==> config.mk <==
export PLATFORM = sky130hd
export DESIGN_NAME = dmem_arbiter
export DESIGN_NICKNAME = d
export VERILOG_FILES = /design/src/rtl/dmem_arb_pkg.sv /design/src/rtl/rr_arb2.sv /design/src/rtl/dmem_arbiter.sv
export SDC_FILE = /design/constraint.sdc
export NUM_CORES = 1
export LEC_CHECK = 0
export BUFFER_PORTS_ARGS = -buffer_cell sky130_fd_sc_hd__buf_2
export CAP_MARGIN = 5
export CORE_MARGIN = 3
export CORE_UTILIZATION = 40
export DETAILED_ROUTE_END_ITERATION = 6
export HOLD_SLACK_MARGIN = 0.05
export PLACE_DENSITY_LB_ADDON = 0.12
export SYNTH_ARGS = -nofsm -noshare
export SYNTH_HDL_FRONTEND = slang
export SYNTH_SLANG_ARGS = --single-unit
export TNS_END_PERCENT = 30
==> constraint.sdc <==
create_clock -name clk -period 1.65 [get_ports clk]
set_input_delay 0.2475 -clock clk [delete_from_list [all_inputs] [get_ports clk]]
set_output_delay 0.2475 -clock clk [all_outputs]
set_load 0.02 [all_outputs]
==> src/rtl/dmem_arb_pkg.sv <==
// Shared definitions for the two-port data-memory arbiter: state and port
// encodings, the latched request record and the access legality check.
package dmem_arb_pkg;

   localparam logic [0:0] S_IDLE   = 1'b0;
   localparam logic [0:0] S_ACCESS = 1'b1;

   localparam logic P0 = 1'b0;
   localparam logic P1 = 1'b1;

   localparam int unsigned DEFAULT_DEPTH = 64;

   typedef struct packed {
      logic        port;
      logic        we;
      logic [31:0] addr;
      logic [31:0] wdata;
      logic        err;
   } req_t;

   // An access is rejected when it is not word aligned or its word index
   // falls beyond the end of the memory.
   function automatic logic addr_error(input logic [31:0] addr, input int unsigned depth);
      return (addr[1:0] != 2'b00) || ({2'b00, addr[31:2]} >= depth);
   endfunction

endpackage

==> src/rtl/rr_arb2.sv <==
// Combinational two-way round-robin grant: a lone requester always wins,
// a contested round goes to the port that was not granted last.
module rr_arb2 (
   input  logic [1:0] req,
   input  logic       last,
   input  logic       en,
   output logic [1:0] gnt
);

   always_comb begin
      gnt = 2'b00;
      if (en) begin
         unique case (req)
            2'b01:   gnt = 2'b01;
            2'b10:   gnt = 2'b10;
            2'b11:   gnt = last ? 2'b01 : 2'b10;
            default: gnt = 2'b00;
         endcase
      end
   end

endmodule

==> src/rtl/dmem_arbiter.sv <==
// Round-robin arbiter in front of the single-port data memory: accepts one
// request at a time, drives the memory for one cycle, returns a registered response.
module dmem_arbiter
   import dmem_arb_pkg::*;
#(
   parameter int unsigned DEPTH = DEFAULT_DEPTH
) (
   input  logic        clk,
   input  logic        reset,

   input  logic        m0_req,
   input  logic        m0_we,
   input  logic [31:0] m0_addr,
   input  logic [31:0] m0_wdata,
   output logic        m0_gnt,
   output logic        m0_rvalid,
   output logic [31:0] m0_rdata,
   output logic        m0_err,

   input  logic        m1_req,
   input  logic        m1_we,
   input  logic [31:0] m1_addr,
   input  logic [31:0] m1_wdata,
   output logic        m1_gnt,
   output logic        m1_rvalid,
   output logic [31:0] m1_rdata,
   output logic        m1_err,

   output logic        mem_we,
   output logic [31:0] mem_a,
   output logic [31:0] mem_wd,
   input  logic [31:0] mem_rd
);

   logic [0:0]  state_q, state_d;
   logic        lastPort_q, lastPort_d;
   req_t        cur_q, cur_d;
   logic [1:0]  rvalid_q, rvalid_d;
   logic [1:0]  rspErr_q, rspErr_d;
   logic [31:0] rdata0_q, rdata0_d;
   logic [31:0] rdata1_q, rdata1_d;

   logic [1:0]  gnt;
   logic        grantEn;
   logic        accessing;
   logic        accepted;
   logic        selPort;
   logic        selWe;
   logic [31:0] selAddr;
   logic [31:0] selWdata;

   assign accessing = (state_q == S_ACCESS);
   assign grantEn   = (state_q == S_IDLE) && !reset;

   rr_arb2 u_rr (
      .req  ({m1_req, m0_req}),
      .last (lastPort_q),
      .en   (grantEn),
      .gnt  (gnt)
   );

   assign m0_gnt   = gnt[0];
   assign m1_gnt   = gnt[1];
   assign accepted = |gnt;

   assign selPort  = gnt[1] ? P1 : P0;
   assign selWe    = gnt[1] ? m1_we    : m0_we;
   assign selAddr  = gnt[1] ? m1_addr  : m0_addr;
   assign selWdata = gnt[1] ? m1_wdata : m0_wdata;

   // IDLE latches the winner; ACCESS turns the memory result into a response.
   always_comb begin
      state_d    = state_q;
      lastPort_d = lastPort_q;
      cur_d      = cur_q;
      rvalid_d   = 2'b00;
      rspErr_d   = 2'b00;
      rdata0_d   = '0;
      rdata1_d   = '0;

      if (accessing) begin
         state_d                 = S_IDLE;
         rvalid_d[cur_q.port]    = 1'b1;
         rspErr_d[cur_q.port]    = cur_q.err;
         if (!cur_q.we && !cur_q.err) begin
            if (cur_q.port == P1) begin
               rdata1_d = mem_rd;
            end else begin
               rdata0_d = mem_rd;
            end
         end
      end else if (accepted) begin
         state_d     = S_ACCESS;
         lastPort_d  = selPort;
         cur_d.port  = selPort;
         cur_d.we    = selWe;
         cur_d.addr  = selAddr;
         cur_d.wdata = selWdata;
         cur_d.err   = addr_error(selAddr, DEPTH);
      end
   end

   always_ff @(posedge clk) begin
      if (reset) begin
         state_q    <= S_IDLE;
         lastPort_q <= P1;
         cur_q      <= '0;
         rvalid_q   <= 2'b00;
         rspErr_q   <= 2'b00;
         rdata0_q   <= '0;
         rdata1_q   <= '0;
      end else begin
         state_q    <= state_d;
         lastPort_q <= lastPort_d;
         cur_q      <= cur_d;
         rvalid_q   <= rvalid_d;
         rspErr_q   <= rspErr_d;
         rdata0_q   <= rdata0_d;
         rdata1_q   <= rdata1_d;
      end
   end

   // Address and data come straight from the latch so the memory never sees
   // them change between accesses; only the write strobe is qualified.
   assign mem_a     = cur_q.addr;
   assign mem_wd    = cur_q.wdata;
   assign mem_we    = accessing && cur_q.we && !cur_q.err && !reset;

   assign m0_rvalid = rvalid_q[0];
   assign m1_rvalid = rvalid_q[1];
   assign m0_err    = rspErr_q[0];
   assign m1_err    = rspErr_q[1];
   assign m0_rdata  = rdata0_q;
   assign m1_rdata  = rdata1_q;

endmodule
==> run summary, run 1 <==
placer congestion estimate = 0.8500
Worst Reg-to-Reg Cells = 6
power density normalized to cell area = 1091 nW/µm²
slew of the pin with the lowest slew margin = 0.6652 ns
starting density of the core = 41.25%
number of antenna violations at the first check in global routing = 0
largest area contributor in the netlist = sky130_fd_sc_hd__dfxtp_1
number of top-level pins = 301
detail-routed via count per cell = 4.750
leakage = 4.103 nW
Floorplan Core Area = 13,350 µm²
Seq/Total Area, Yosys = 49.81%
mean cell area of the mapped netlist = 10.03 µm²
length of the first detailed-routing pass in iterations = 4
Fin Setup TNS = -1.904 ns
cells after synthesis = 549
detailed-route wire length = 15,780 µm
final setup violation count = 43
library cell contributing the largest single delay on the critical path = sky130_fd_sc_hd__dfxtp_2
endpoint of the lowest-slack register-to-register path = mem_a[6]
critical path arrival = 1.55 ns
highest metal layer with signal wires = met4
maximum number of pins on one net before global-route repair = 54
total track usage = 19.68%
Highest Clock Rate = 0.5574 GHz
Max VDD drop = 0.0006260 V
# port buffers = 300
Synth cell types = 29
violation count after the first detailed-route iteration = 144
ratio of cells with drive above 1 in the final layout = 47.48%
leading cell types by total area after synthesis = sky130_fd_sc_hd__dfxtp_1 50%, sky130_fd_sc_hd__mux2i_1 12%, sky130_fd_sc_hd__a211oi_1 8.9%, sky130_fd_sc_hd__buf_4 8.9%, sky130_fd_sc_hd__and2_1 7.6%
Power Total = 8.747 mW
Fin. Hold Viols = 0
maximum fanout along the worst path = 2
H-Tree Depth = 4
detailed-route DRC error count = 0
element type at the critical path end = output pin
site row count = 42
r2r startpoint = lastPort_q
post-synthesis sequential element count = 137
clock transition at the registers of the reported paths = 0.06 ns
count of vias placed by the detailed router = 4,797
RSZ-0062 raised after global routing = true
root buffer selected by CTS = sky130_fd_sc_hd__clkbuf_16
failing checks = setup timing
MaxCap Viol Count = 0
die span in x = 123.3 µm
time the final worst path needs with I/O delays and setup = 1.794 ns
endpoint of the most critical setup path = m1_gnt
Post-Syn Nets = 715
Worst Clk Skew = 0.005847 ns
Net count, final = 988
ANT nets after route = 0
warnings from Yosys = 0
Stages on worst setup path = 5
clock network latency to the later pin of the worst-skew pair = 0.41 ns
area fraction of the dominant cell type after synthesis = 49.81%
Buf+Inv Stages, Crit Path = 3
worst path required time = 1.40 ns
routed length per instance = 15.62 µm
clk sink count = 137
Antenna diodes = 0
startpoint of the worst setup timing path = lastPort_q
FF-to-FF setup slack = -0.11 ns
Hold WC Path Type = in2reg
part of the cycle the worst path needs = 108.7%
half-perimeter wire length after placement = 11,560 µm
outcome = complete, but fails checks
area delta synth->final = 45.60%
Relative slew margins = 55.65%
total clock buffers created by CTS = 17
setup ws final = -0.1439 ns
height of the die = 123.3 µm
detailed-routing wirelength on met1 = 6255 µm
total met2 wirelength after detailed routing = 7896 µm
CP startpoint kind = register
CP Cell Sequence = a211o_1, or2_4, buf_12, clkinv_4, buf_6
CP top delay family = flip-flops
maximum number of buffers from clock root to sink = 2
slowest cell delay on critical path = 0.32 ns
met3 wire len = 1275 µm
critical path class = reg2out
vias in the first global route = 4,733
global-route wire length before repair = 23,230 µm
worst-case hold slack = 0.07326 ns
area of the mapped netlist = 5507 µm²
Die Area = 15,210 µm²
Slew Viols, Final = 0
core utilization of the finished layout = 60.07%
CTS tree = built
gr ovfl total = 0
placed cells by master, fill, tap and decap left out, drive strengths merged, types with 2 or more instances in the layout:
| master | Yosys | layout |
|---|---|---|
| a211o | 2 | 2 |
| a211oi | 65 | 65 |
| and2 | 67 | 67 |
| buf | 79 | 324 |
| bufinv | 0 | 3 |
| clkbuf | 22 | 18 |
| clkinv | 0 | 7 |
| clkinvlp | 0 | 2 |
| dfxtp | 137 | 137 |
| dlygate4sd3 | 0 | 29 |
| inv | 2 | 4 |
| mux2i | 65 | 65 |
| nand2 | 2 | 2 |
| nand2b | 3 | 3 |
| nand3 | 2 | 2 |
| nand4 | 2 | 2 |
| nor2 | 71 | 71 |
| nor3b | 2 | 2 |
| nor4 | 17 | 17 |
| or2 | 2 | 2 |
logic make-up (layout without fill, tap and decap cells):
logic type / count (synthesis) / count (layout) / share of synthesized area (%)
AND/OR/NAND/NOR: 173 / 173 / 16.47
buffers and inverters: 103 / 388 / 12.16
AO/OA/AOI/OAI: 71 / 71 / 9.748
multiplexers: 65 / 65 / 11.82
flip-flops: 137 / 137 / 49.81
area by class of cell:
type                       instances  area [µm²]
fill                            1164        5330
sequential                       137        2745
multi-input combinational        309        2266
timing repair buffer             355        2176
clock buffer                      17       425.4
tap                              176       220.2
clock inverter                    14       172.7
inverter                           2       12.51
routing by layer:
metal  global-route usage (%)  up-vias
li1                         -     2383
met1                    22.65     2186
met2                    33.78      203
met3                    5.810       25
met4                    8.651        0
met5                        0        -
power breakdown:
part           internal [mW]  switching (mW)  total (mW)
Combinational          0.624           0.734        1.36
Clock                   2.38            1.44        3.82
Sequential              3.49          0.0855        3.57
Total                   6.49            2.26        8.75
state kept, by name (all words and copies together), names as in the netlist:
name and flops:
cur_q 3, mem_wd 32, rvalid_q 2, mem_a 32, m0_rdata 32, rspErr_q 2
accessing 1, m1_rdata 32, lastPort_q 1
cell usage after synthesis:
| library cell | instances |
|---|---|
| sky130_fd_sc_hd__nor2b_1 | 1 |
| sky130_fd_sc_hd__and3_1 | 1 |
| sky130_fd_sc_hd__a211oi_1 | 65 |
| sky130_fd_sc_hd__nand2_1 | 2 |
| sky130_fd_sc_hd__buf_4 | 65 |
| sky130_fd_sc_hd__nand4_1 | 2 |
| sky130_fd_sc_hd__buf_2 | 7 |
| sky130_fd_sc_hd__o211a_1 | 1 |
| sky130_fd_sc_hd__or4b_1 | 1 |
| sky130_fd_sc_hd__or2_1 | 2 |
| sky130_fd_sc_hd__nor3b_1 | 2 |
| sky130_fd_sc_hd__buf_6 | 4 |
| sky130_fd_sc_hd__o21ai_1 | 1 |
| sky130_fd_sc_hd__dfxtp_1 | 137 |
| sky130_fd_sc_hd__mux2i_1 | 65 |
| sky130_fd_sc_hd__and2_1 | 67 |
| sky130_fd_sc_hd__nor2_1 | 71 |
| sky130_fd_sc_hd__nor4_1 | 17 |
| sky130_fd_sc_hd__nand3_1 | 2 |
| sky130_fd_sc_hd__a211o_1 | 2 |
| sky130_fd_sc_hd__o22ai_1 | 1 |
| sky130_fd_sc_hd__nor4b_1 | 1 |
| sky130_fd_sc_hd__a221o_1 | 1 |
| sky130_fd_sc_hd__buf_1 | 3 |
| sky130_fd_sc_hd__inv_2 | 1 |
| sky130_fd_sc_hd__inv_1 | 1 |
| sky130_fd_sc_hd__clkbuf_1 | 22 |
| sky130_fd_sc_hd__or4_1 | 1 |
| sky130_fd_sc_hd__nand2b_1 | 3 |
through the flow:
step / cells / worst slack [ns] / instance area [µm²]
after global placement: 943 / 0.05867 / 6838
after floorplan: 549 / 0.01640 / 5523
after detailed placement: 943 / -0.004449 / 6838
after global routing: 1010 / -0.1942 / 8018
final: 1010 / -0.1439 / 8018
after CTS: 1008 / -0.1599 / 7830
worst min path at each step:
| stage | cells past startpoint | endpoint | start | slack, ns |
|---|---|---|---|---|
| 3_5_place_dp | 2 | m1_rdata[15] | mem_rd[15] | 0.46 |
| 4_1_cts | 2 | m1_rdata[27] | mem_rd[27] | 0.05 |
| 2_1_floorplan | 1 | m0_rdata[0] | mem_rd[0] | 0.37 |
| 6_report | 2 | m1_rdata[0] | mem_rd[0] | 0.07 |
| 3_3_place_gp | 2 | m1_rdata[13] | mem_rd[13] | 0.46 |
| 5_1_grt | 2 | m0_rdata[0] | mem_rd[0] | 0.07 |
timing repair:
| action | in CTS | in global routing |
|---|---|---|
| endpoints found under the setup margin | 3 | 69 |
| hold endpoints to repair | 54 | 0 |
| resized for setup | 12 | 34 |
| buffers inserted | 4 | 1 |
| hold buffers | 29 | 0 |
| gates cloned | 1 | 1 |
| pin swaps | 20 | 35 |
Power figures use the tool's default switching activity.
==> run 2: changes to the inputs <==
BUFFER_PORTS_ARGS = -buffer_cell sky130_fd_sc_hd__buf_4   (was -buffer_cell sky130_fd_sc_hd__buf_2)
CORE_ASPECT_RATIO = 0.5   (was unset)
==> run 2 against run 1 <==
Global-route usage down 0.81 points; die area increased by 0.56%; critical path type unchanged; register-to-register slack improved by 0.09 ns; the run still ends with setup timing left; critical path depth unchanged; cell count is 0.99% lower.
==> run summary, run 2 (synthesis results as in run 1) <==
Worst Reg-to-Reg Cells = 6 (unchanged)
maximum number of pins on one net before global-route repair = 57 (+5.6%)
detailed-route DRC error count = 0 (unchanged)
startpoint of the worst setup timing path = accessing
maximum fanout along the worst path = 2 (unchanged)
Power Total = 8.569 mW (-2.0%)
Filler Cell Count = 1,113 (-4.4%)
Switching Power = 2.331 mW (+3.2%)
leakage = 4.217 nW (+2.8%)
Slew Viols, Final = 0 (unchanged)
length of the first detailed-routing pass in iterations = 4 (unchanged)
critical path arrival = 1.52 ns (-0.03 ns)
RSZ-0062 raised after global routing = true
worst path required time = 1.40 ns (about the same)
site row count = 29 (-31%)
die span in x = 171.9 µm (+39%)
ANT nets after route = 0 (unchanged)
relative contribution of sequential cells to total power = 41.8% (+0.9 points)
Comb power frac = 17.1% (+1.6 points)
vias in the first global route = 4,406 (-6.9%)
Fin. Hold Viols = 0 (unchanged)
starting density of the core = 42.16% (+0.90 points)
total clock buffers created by CTS = 17 (unchanged)
outcome = complete, but fails checks
total placed instance area = 7531 µm² (+10%)
Floorplan Core Area = 13,060 µm² (-2.1%)
H-Tree Depth = 4 (unchanged)
Hold WC Path Type = in2reg
slew of the pin with the lowest slew margin = 0.4780 ns (-0.1873 ns)
detailed-route wire length = 15,440 µm (-2.2%)
FF-to-FF setup slack = -0.02 ns (+0.09 ns)
half-perimeter wire length after placement = 11,640 µm (+0.69%)
Net count, final = 983 (-0.51%)
Worst Clk Skew = 0.01007 ns (+0.004223 ns)
endpoint of the lowest-slack register-to-register path = mem_a[30]
clock transition at the registers of the reported paths = 0.06 ns (about the same)
# port buffers = 300 (unchanged)
CTS tree = built
post-route cell area = 8511 µm² (+6.1%)
number of placed instances, taps included = 932 (-1.2%)
r2r startpoint = accessing
net switching share of the total power = 27.21% (+1.4 points)
count of vias placed by the detailed router = 4,667 (-2.7%)
routed length per instance = 15.44 µm (-1.2%)
Fin Setup TNS = -0.1407 ns (+1.763 ns)
Highest Clock Rate = 0.5672 GHz (+1.7%)
CP startpoint kind = register
maximum number of buffers from clock root to sink = 2 (unchanged)
Max VDD drop = 0.0006816 V (+8.9%)
number of top-level pins = 301 (unchanged)
detail-routed via count per cell = 4.667 (-1.7%)
number of antenna violations at the first check in global routing = 0 (unchanged)
clk sink count = 137 (unchanged)
element type at the critical path end = output pin
global-route wire length before repair = 22,320 µm (-3.9%)
critical path class = reg2out
total track usage = 18.86% (-0.81 points)
post-route non-filler standard cell count = 1,000 (-0.99%)
gr ovfl total = 0 (unchanged)
part of the cycle the worst path needs = 106.9% (-1.9 points)
commonest non-fill, non-tap cell in the layout = sky130_fd_sc_hd__buf_4
MaxCap Viol Count = 0 (unchanged)
failing checks = setup timing
setup ws final = -0.1132 ns (+0.03073 ns)
violation count after the first detailed-route iteration = 163 (+13%)
Relative slew margins = 67.84% (+12 points)
time the final worst path needs with I/O delays and setup = 1.763 ns (-0.03073 ns)
ratio of cells with drive above 1 in the final layout = 44.22% (-3.3 points)
endpoint of the most critical setup path = m1_gnt
most used cells in the layout excluding fill and tap cells = 307 x sky130_fd_sc_hd__buf_4, 135 x sky130_fd_sc_hd__dfxtp_1, 70 x sky130_fd_sc_hd__nor2_1
clock share of power = 41.2% (-2.4 points)
clock network latency to the later pin of the worst-skew pair = 0.40 ns (about the same)
height of the die = 88.97 µm (-28%)
placer congestion estimate = 0.7435 (-13%)
Die Area = 15,300 µm² (+0.56%)
power density normalized to cell area = 1007 nW/µm² (-7.7%)
area delta synth->final = 54.56%
post-place setup slack = -0.02665 ns (-0.02220 ns)
Antenna diodes = 0 (unchanged)
Power Internal = 6.238 mW (-3.9%)
final setup violation count = 4 (-91%)
root buffer selected by CTS = sky130_fd_sc_hd__clkbuf_16
[run 2: cell count changes in the layout (fill, tap and decap cells not counted), sizes merged, moves of 3 or more]
cell and change:
buf -6, dlygate4sd3 +3, bufinv -3, inv +5
[run 2: cell type report]
cell class | count | area (µm²) | area share, %
multi-input combinational | 309 | 2161 | 25.39
tap | 170 | 212.7 | 2.499
timing repair buffer | 350 | 2823 | 33.17
clock buffer | 17 | 425.4 | 4.999
clock inverter | 15 | 131.4 | 1.544
inverter | 2 | 12.51 | 0.1470
sequential | 137 | 2745 | 32.26
[run 2: layer usage]
layer  share of wire [%]  routed length [µm]  track usage [%]  up-vias
met5                   0                   0                0        -
met4                0.73                 113            5.431        0
met3                 7.2                1112            6.007       10
met2                  51                7824            33.81      153
met1                  41                6388            22.08     2131
li1                    -                   -                -     2373
[run 2: power by group through the flow]
| stage | clock, mW | combinational (mW) | sequential (mW) |
|---|---|---|---|
| floorplan | 0 | 0.801 | 3.67 |
| global placement | 0 | 1.36 | 3.65 |
| detailed placement | 0 | 1.38 | 3.65 |
| CTS | 3.62 | 1.46 | 3.58 |
| global route | 3.77 | 1.58 | 3.60 |
| finish | 3.53 | 1.46 | 3.58 |
[run 2: through the flow]
stage	hold slack (ns)	util (%)
floorplan	0.3692	-
global placement	0.4547	57.65
detailed placement	0.4592	57.65
CTS	0.07663	64.79
global route	0.1002	65.15
finish	0.09559	65.15
[run 2: worst min-delay path by stage]
stage | start | endpoint | cells after the start
2_1_floorplan | mem_rd[0] | m0_rdata[0] | 1
3_3_place_gp | mem_rd[1] | m0_rdata[1] | 2
3_5_place_dp | mem_rd[6] | m1_rdata[6] | 2
4_1_cts | m1_req | lastPort_q | 2
5_1_grt | m1_req | lastPort_q | 2
6_report | m1_req | lastPort_q | 2
[run 2: critical path: stages, from the launching register on]
cell                       delay [ns]
sky130_fd_sc_hd__dfxtp_2         0.32
sky130_fd_sc_hd__a211o_1         0.28
sky130_fd_sc_hd__or2_4           0.25
sky130_fd_sc_hd__buf_12          0.13
sky130_fd_sc_hd__clkinv_4        0.04
sky130_fd_sc_hd__buf_6           0.10
[run 2: what timing repair did]
item | in CTS | in global routing
resized for setup | 7 | 12
pin swaps | 32 | 25
cloned | 0 | 0
endpoints found under the setup margin | 3 | 68
hold endpoints to repair | 60 | 0
hold buffers | 32 | 0
buffers inserted | 4 | 0
